--- src/rtl/mem_access_unit.sv ---
// Memory-access stage: maps byte/half/word loads and stores onto a word RAM, merging sub-word
// stores and splitting word-boundary-crossing accesses into two RAM cycles.
module mem_access_unit #(
  parameter int unsigned LEN = 10
) (
  input  logic           clk,
  input  logic           rst,
  input  logic           req_valid,
  output logic           req_ready,
  input  logic           req_we,
  input  logic [1:0]     req_size,
  input  logic           req_unsigned,
  input  logic [31:0]    req_addr,
  input  logic [31:0]    req_wdata,
  input  logic [4:0]     req_rd,
  output logic           resp_valid,
  output logic [31:0]    resp_rdata,
  output logic [4:0]     resp_rd,
  output logic           resp_err,
  output logic           ram_we,
  output logic [LEN-1:0] ram_w_addr,
  output logic [LEN-1:0] ram_r_addr,
  output logic [31:0]    ram_din,
  input  logic [31:0]    ram_w_data,
  input  logic [31:0]    ram_r_data
);

  typedef enum logic [0:0] {StIdle, StSecond} state_e;

  state_e state_q, state_d;

  logic [LEN-1:0] idx_q;
  logic [1:0]     off_q;
  logic [1:0]     size_q;
  logic [31:0]    wdata_q;
  logic [4:0]     rd_q;
  logic           we_q;
  logic           uns_q;
  logic [31:0]    lo_q;

  logic           resp_valid_q;
  logic [31:0]    resp_rdata_q;
  logic [4:0]     resp_rd_q;
  logic           resp_err_q;

  logic           in_second;
  logic           accept;
  logic           illegal;
  logic           crossing;
  logic [LEN-1:0] cur_idx;
  logic [1:0]     cur_off;
  logic [1:0]     cur_size;
  logic [31:0]    cur_wdata;
  logic           cur_uns;
  logic [3:0]     cur_bmask;
  logic [7:0]     span;
  logic [63:0]    wdata_sh;
  logic [3:0]     wr_mask;
  logic [31:0]    wr_bytes;
  logic [31:0]    rd_lo;
  logic [31:0]    rd_hi;
  logic [63:0]    rd_sh;
  logic [31:0]    raw;
  logic [31:0]    ext;

  assign in_second = (state_q == StSecond);
  assign illegal   = (req_size == 2'b11);
  assign accept    = req_valid && req_ready;

  // In SECOND the latched request drives the shared datapath; in IDLE the live request does.
  assign cur_idx   = in_second ? idx_q   : req_addr[LEN+1:2];
  assign cur_off   = in_second ? off_q   : req_addr[1:0];
  assign cur_size  = in_second ? size_q  : req_size;
  assign cur_wdata = in_second ? wdata_q : req_wdata;
  assign cur_uns   = in_second ? uns_q   : req_unsigned;

  always_comb begin
    cur_bmask = 4'b0000;
    unique case (cur_size)
      2'b00:   cur_bmask = 4'b0001;
      2'b01:   cur_bmask = 4'b0011;
      2'b10:   cur_bmask = 4'b1111;
      default: cur_bmask = 4'b0000;
    endcase
  end

  // Byte lanes over two consecutive words: low nibble = word idx, high nibble = word idx+1.
  assign span     = {4'b0000, cur_bmask} << cur_off;
  assign crossing = !in_second && (|span[7:4]);

  assign wdata_sh = {32'b0, cur_wdata} << {cur_off, 3'b000};
  assign wr_mask  = in_second ? span[7:4] : span[3:0];
  assign wr_bytes = in_second ? wdata_sh[63:32] : wdata_sh[31:0];

  always_comb begin
    ram_din = '0;
    for (int i = 0; i < 4; i++) begin
      ram_din[8*i +: 8] = wr_mask[i] ? wr_bytes[8*i +: 8] : ram_w_data[8*i +: 8];
    end
  end

  assign rd_lo = in_second ? lo_q : ram_r_data;
  assign rd_hi = in_second ? ram_r_data : 32'b0;
  assign rd_sh = {rd_hi, rd_lo} >> {cur_off, 3'b000};
  assign raw   = rd_sh[31:0];

  always_comb begin
    ext = raw;
    unique case (cur_size)
      2'b00:   ext = cur_uns ? {24'b0, raw[7:0]}  : {{24{raw[7]}}, raw[7:0]};
      2'b01:   ext = cur_uns ? {16'b0, raw[15:0]} : {{16{raw[15]}}, raw[15:0]};
      default: ext = raw;
    endcase
  end

  // FSM: state register
  always_ff @(posedge clk) begin
    if (rst) state_q <= StIdle;
    else     state_q <= state_d;
  end

  // FSM: next state
  always_comb begin
    state_d = state_q;
    unique case (state_q)
      StIdle:   if (accept && crossing) state_d = StSecond;
      StSecond: state_d = StIdle;
      default:  state_d = StIdle;
    endcase
  end

  // FSM: outputs
  always_comb begin
    req_ready  = !rst && (state_q == StIdle);
    ram_we     = 1'b0;
    ram_w_addr = cur_idx;
    ram_r_addr = cur_idx;
    if (!rst) begin
      if (in_second) ram_we = we_q;
      else           ram_we = accept && req_we && !illegal;
    end
  end

  always_ff @(posedge clk) begin
    if (rst) begin
      idx_q        <= '0;
      off_q        <= '0;
      size_q       <= '0;
      wdata_q      <= '0;
      rd_q         <= '0;
      we_q         <= 1'b0;
      uns_q        <= 1'b0;
      lo_q         <= '0;
      resp_valid_q <= 1'b0;
      resp_rdata_q <= '0;
      resp_rd_q    <= '0;
      resp_err_q   <= 1'b0;
    end else begin
      resp_valid_q <= 1'b0;
      if (!in_second && accept) begin
        if (illegal) begin
          resp_valid_q <= 1'b1;
          resp_err_q   <= 1'b1;
          resp_rdata_q <= '0;
          resp_rd_q    <= req_rd;
        end else if (crossing) begin
          idx_q   <= req_addr[LEN+1:2] + LEN'(1);
          off_q   <= req_addr[1:0];
          size_q  <= req_size;
          wdata_q <= req_wdata;
          rd_q    <= req_rd;
          we_q    <= req_we;
          uns_q   <= req_unsigned;
          lo_q    <= ram_r_data;
        end else if (!req_we) begin
          resp_valid_q <= 1'b1;
          resp_err_q   <= 1'b0;
          resp_rdata_q <= ext;
          resp_rd_q    <= req_rd;
        end
      end else if (in_second && !we_q) begin
        resp_valid_q <= 1'b1;
        resp_err_q   <= 1'b0;
        resp_rdata_q <= ext;
        resp_rd_q    <= rd_q;
      end
    end
  end

  assign resp_valid = resp_valid_q;
  assign resp_rdata = resp_rdata_q;
  assign resp_rd    = resp_rd_q;
  assign resp_err   = resp_err_q;

endmodule

--- config.mk ---
export PLATFORM = sky130hd
export DESIGN_NAME = mem_access_unit
export DESIGN_NICKNAME = d
export VERILOG_FILES = /design/src/rtl/mem_access_unit.sv
export SDC_FILE = /design/constraint.sdc
export NUM_CORES = 1
export LEC_CHECK = 0
export CELL_PAD_IN_SITES_DETAIL_PLACEMENT = 2
export CELL_PAD_IN_SITES_GLOBAL_PLACEMENT = 2
export CORE_MARGIN = 10
export CORE_UTILIZATION = 28
export CTS_BUF_LIST = sky130_fd_sc_hd__clkbuf_4
export DETAILED_ROUTE_END_ITERATION = 12
export PLACE_DENSITY_LB_ADDON = 0.12
export SLEW_MARGIN = 20
export SYNTH_ARGS = -nofsm -noshare
export SYNTH_HDL_FRONTEND = slang
export SYNTH_SLANG_ARGS = --single-unit
--- constraint.sdc ---
create_clock -name clk -period 4.9 [get_ports clk]
set_input_delay 0.98 -clock clk [delete_from_list [all_inputs] [get_ports clk]]
set_output_delay 0.98 -clock clk [all_outputs]
set_load 0.02 [all_outputs]
Yosys cells after proc, flatten, opt, wreduce, memory -nomap -nowiden
Index checks and enable logic that the tools add are counted.
Storage, ports and cells
  register bits: 125
  output and inout bits: 93
  logic and storage cells: 82
Operators by class
  shifts and indexed selects: 3
  reductions and logical operators: 17
  add/sub/neg operators: 1
  bitwise logic cells: 2
  equal/unequal tests: 5
  mux-type cells: 41
Operators by type and width (count)
  2-to-1 mux 32 bit: 11
  one-hot mux 32 bit (2 select lines): 1
  left shift 32 x 5 -> 64 bit: 1
  >> shifter 64 x 5 -> 32 bit: 1
  2-to-1 mux 8 bit: 4
  2-to-1 mux 5 bit: 5
  2-to-1 mux 1 bit: 14
  one-hot mux 4 bit (3 select lines): 1
  adder 10 x 1 -> 10 bit, second input constant: 1
  2-to-1 mux 10 bit: 1
  logical AND 1 bit: 8
  left shift 4 x 2 -> 8 bit: 1
  inequality test 3 bit, second input constant: 2
  AND reduction 3 bit: 2
  == test 2 bit, second input constant: 2
  zero test 1 bit: 4
  2-to-1 mux 2 bit: 2
  2-to-1 mux 4 bit: 1
  OR reduction 4 bit: 1
  == test 2 x 1 -> 1 bit, second input constant: 1
  zero test 2 bit: 1
  inverter 1 bit: 2
  one-hot mux 1 bit (2 select lines): 1
  nonzero test 2 bit: 1

Longest topological paths before layout
  depth in word-level cells: 9
  depth in mapped cells: 16

Worst setup path after synthesis
No wires, ideal clock.
  kind: register to output
  start point: reg state_q, in the netlist in_second
  end point: out ram_din[0]
  data arrival time: 3258 ps
  slack: 662 ps
  required time: 3920 ps
  buffers on the path: 6
  stages on the path, launching flop included: 15
  cell sequence: dfxtp_1 > buf_6 > buf_2 > buf_2 > buf_1 > buf_2 > mux2i_1 > inv_1 > ha_1 > buf_2 > mux2_2 > nand2_1 > o21ai_0 > a21oi_2 > mux2_2
Between the ends
  cells in the longest elaborated chain, start to end: 6
  elaborated cells on any way between the ends: 12
  classes of those cells: 2 x eq/ne; 2 x shift; 7 x mux; 1 x reduce/logical
RTL lines
  start, declared: RTL line 30  | state_e state_q, state_d;
  start signal, assigned: RTL line 118  | if (rst) state_q <= StIdle;
  start signal, assigned: RTL line 119  | else state_q <= state_d;
  2-to-1 mux 2 bit: RTL line 73  | assign cur_size = in_second ? size_q : req_size;
  == test 2 bit, or another cell as far along: RTL line 79  | unique case (cur_size)
  one-hot mux 4 bit (3 select lines): RTL line 79
  left shift 4 x 2 -> 8 bit: RTL line 88  | assign span = {4'b0000, cur_bmask} << cur_off;
  2-to-1 mux 4 bit: RTL line 92  | assign wr_mask = in_second ? span[7:4] : span[3:0];
  2-to-1 mux 8 bit *: RTL line 98  | ram_din[8*i +: 8] = wr_mask[i] ? wr_bytes[8*i +: 8] : ram_w_data[8*i +: 8];
  end, declared: RTL line 23  | output logic [31:0] ram_din,
Every way passes the cells marked *; elsewhere a longest branch is shown, timed or not.

Final worst setup path
  start point: in req_size[0]
  end point: out ram_din[0]
Between the ends
  cells in the longest elaborated chain, start to end: 6
  elaborated cells on any way between the ends: 8
  classes of those cells: 2 x eq/ne; 1 x shift; 4 x mux; 1 x reduce/logical
RTL lines
  start, declared: RTL line 11  | input logic [1:0] req_size,
  2-to-1 mux 2 bit *: RTL line 73
  == test 2 bit, or another cell as far along: RTL line 79
  one-hot mux 4 bit (3 select lines) *: RTL line 79
  left shift 4 x 2 -> 8 bit *: RTL line 88
  2-to-1 mux 4 bit *: RTL line 92
  2-to-1 mux 8 bit *: RTL line 98
Marked as above.

==> results.md <==
- HPWL after detailed placement: 24.50 mm
- Crit path required time: 3.92 ns
- Cell Area, Synth: 7935 sq um
- Worst path arrival time: 3.80 ns
- DRT Pass-1 Iters: 4
- DR vias: 7,908
- WL/cell: 22.74 microns
- TNS Setup: 0 ns
- Slowest-stage cell, CP: clkdlybuf4s50_1
- Worst Tran Pin Value: 1.019 ns
- Setup CP Type: primary input to output port
- DRT antenna net count: 0
- Post-synth cell types: 55
- Initial core utilization: 0.2848
- Largest net degree at the start of global routing: 63
- Clk sinks: 125
- Critical path peak fanout: 8
- Combined area of the multi-input logic cells: 4970 sq um
- Port Buffers: 212
- Family with the most delay on the worst path: buffers and inverters
- Status: complete, no violations
- Fin crit share: 0.9751
- Final worst path period need: 4.778 ns
- PwrDens: 258.2 nW/um^2
- First-pass GRT wire length: 52.65 mm
- Site row count: 61
- Cell Count, Final, Fillers Out: 1,493
- CP Capture Type: output port
- Worst path bufs/invs: 3
- Clock transition time at the flip-flop clock pins of the worst setup and hold paths: 0.12 ns
- Worst-path cell chain: clkdlybuf4s50_1 > mux2i_2 > ha_1 > mux2_2 > nand2_1 > o21ai_0 > a21oi_2 > buf_12 > mux2_2 > clkdlybuf4s50_1
- Syn Inst Count: 938
- Asr flop ratio synth: 0
- Die Ht: 188.3 microns
- Peak VDD IR: 161.9 uV
- CP peak stage delay: 0.56 ns
- Number of CTS-inserted buffers: 17
- RSZ-0062 raised after global routing: no
- Clk Latency, worst-skew pair: 0.59 ns
- Final slew viol count: 0
- CTS tree: built
- Startpoint Class: primary input
- Area grow syn2layout: 34.44%
- Post-synth top flop: dfxtp_1
- Cell type with the largest total area after synthesis: dfxtp_1
- Post-synth EDFFs: 0
- Commonest cells after routing, fill and taps aside: clkdlybuf4s50_1 (211), nand2_1 (195), dfxtp_1 (123), a21oi_1 (85), mux2_2 (49)
- Root buf cell: clkbuf_4
- Area contributors post-synth: dfxtp_1 (32%), mux4_2 (9.6%), nand2_1 (9.2%)
- Slew margin rel.: 0.3176
- Syn nets: 1,083
- Clock skew: 0.03842 ns
- #FFs+latches synth: 125
- Yosys warnings: 0
- Syn_area_per_cell: 8.460 sq um
- Core Area: 27,860 sq um
- Hold buffers post-CTS: 0
- Most common cell after layout, fill and taps aside: clkdlybuf4s50_1
- Top Ports: 233
- Antenna violations before repair: 4
- Placer Congestion: 0.7685
- # fillers: 3,160
- DR vias/cell: 5.297
- Clock tree buffer depth: 2
- Tot GR Track Use: 0.1874
- Share of cells above drive strength 1: 0.1420
- Final WL: 33.95 mm
- Fmax: 209.3 MHz
- Final net count: 1,245
- Max Cap Viol: 0
- Hold Path Class: register to register
- Residual DRC: 0
- Htree depth: 4
- Register area: 2507 sq um
- Setup violators final: 0
- Area share of the leading cell type in the synthesized netlist: 0.3154
- Die ar.: 35,470 sq um
- Number of global-route vias before repair: 8,630
- Cells after DPL: 1,459
- Sequential-to-total area share from yosys stat: 0.3154
- DR iter-0 viols: 375
- Final Hold Fails: 0
- Congestion Overflow GR: 0
- Die width: 188.3 microns
- Leakage Power: 3.581 nW
==> worst min-delay path, cell delays in order, from the launching register on <==
cell and delay, ns:
dfxtp_1 0.33, nand2_1 0.05, a21oi_1 0.05
==> logic make-up (layout without fill, tap and decap cells) <==
| logic type | after synthesis | count (layout) | synth area share |
|---|---|---|---|
| XOR/XNOR | 8 | 8 | 0.008830 |
| AO/OA/AOI/OAI | 254 | 254 | 0.2121 |
| AND/OR/NAND/NOR | 312 | 312 | 0.1687 |
| adder cells (fa/ha/maj) | 5 | 5 | 0.007884 |
| flip-flops | 125 | 125 | 0.3154 |
| multiplexers | 128 | 128 | 0.2255 |
| buffers and inverters | 106 | 281 | 0.06165 |
| other | 0 | 2 | 0 |
==> per-stage QoR <==
stage,utilization,cell area (sq um),worst slack [ns],power (mW),hold slack [ns]
4_1_cts,0.3822,10650,0.07151,2.793,0.4699
5_1_grt,0.3828,10670,0.004751,2.905,0.4919
2_1_floorplan,-,7935,0.6616,1.531,0.4329
3_3_place_gp,0.3705,10320,0.1404,1.906,0.4394
3_5_place_dp,0.3706,10320,0.08715,1.919,0.4452
6_report,0.3829,10670,0.1219,2.754,0.4660
==> synth_stat cells (all sizes together), types with 17 or more instances <==
library cell  number
a211oi            26
a21oi             86
a22oi             20
a31oi             23
buf               51
clkbuf            43
dfxtp            125
mux2              50
mux2i             44
mux4              34
nand2            195
nor2              40
nor2b             17
nor3              18
o21ai             27
o2bb2ai           36
==> layout make-up <==
class,count,share of cell area
tap,378,0.04434
clock inverter,15,0.01830
sequential,125,0.2350
inverter,12,0.004222
clock buffer,17,0.01196
antenna,2,0.0004692
timing repair buffer,237,0.2198
multi-input combinational,707,0.4659
==> worst paths after layout <==
kind / start / to / slack (ns) / depth (start not counted)
setup reg to reg: in_second / lo_q[13] / 1.62 / 8
setup / recovery: req_size[0] / ram_din[0] / 0.12 / 10
hold reg to reg: lo_q[1] / lo_q[1] / 0.47 / 2
hold / removal: lo_q[1] / lo_q[1] / 0.47 / 2
==> power by group <==
part / internal [mW] / leakage, nW / switching, mW / total [mW]
registers: 1.05 / 1.01 / 0.0264 / 1.08
logic: 0.378 / 2.40 / 0.437 / 0.815
clock network: 0.370 / 0.167 / 0.492 / 0.862
==> state kept, by name, indices dropped and copies added (netlist names) <==
register	flops
rd_q	5
lo_q	32
uns_q	1
wdata_q	32
resp_err	1
resp_rdata	32
size_q	2
in_second	1
idx_q	10
off_q	2
resp_rd	5
we_q	1
resp_valid	1
==> what timing repair did <==
| action | CTS | global route |
|---|---|---|
| endpoints found under the setup margin | 0 | 24 |
| endpoints found under the hold margin | 0 | 0 |
| resized for setup | 0 | 4 |
| setup buffers | 0 | 0 |
==> metal layers <==
| metal | share of wire | vias to the layer above | GRT usage |
|---|---|---|---|
| li1 | - | 3742 | - |
| met1 | 0.46 | 3965 | 0.2428 |
| met2 | 0.47 | 179 | 0.3108 |
| met3 | 0.058 | 20 | 0.04579 |
| met4 | 0.0082 | 2 | 0.03480 |
| met5 | 0.00038 | - | 0 |
Note: power is estimated with default switching activity, not from simulation.
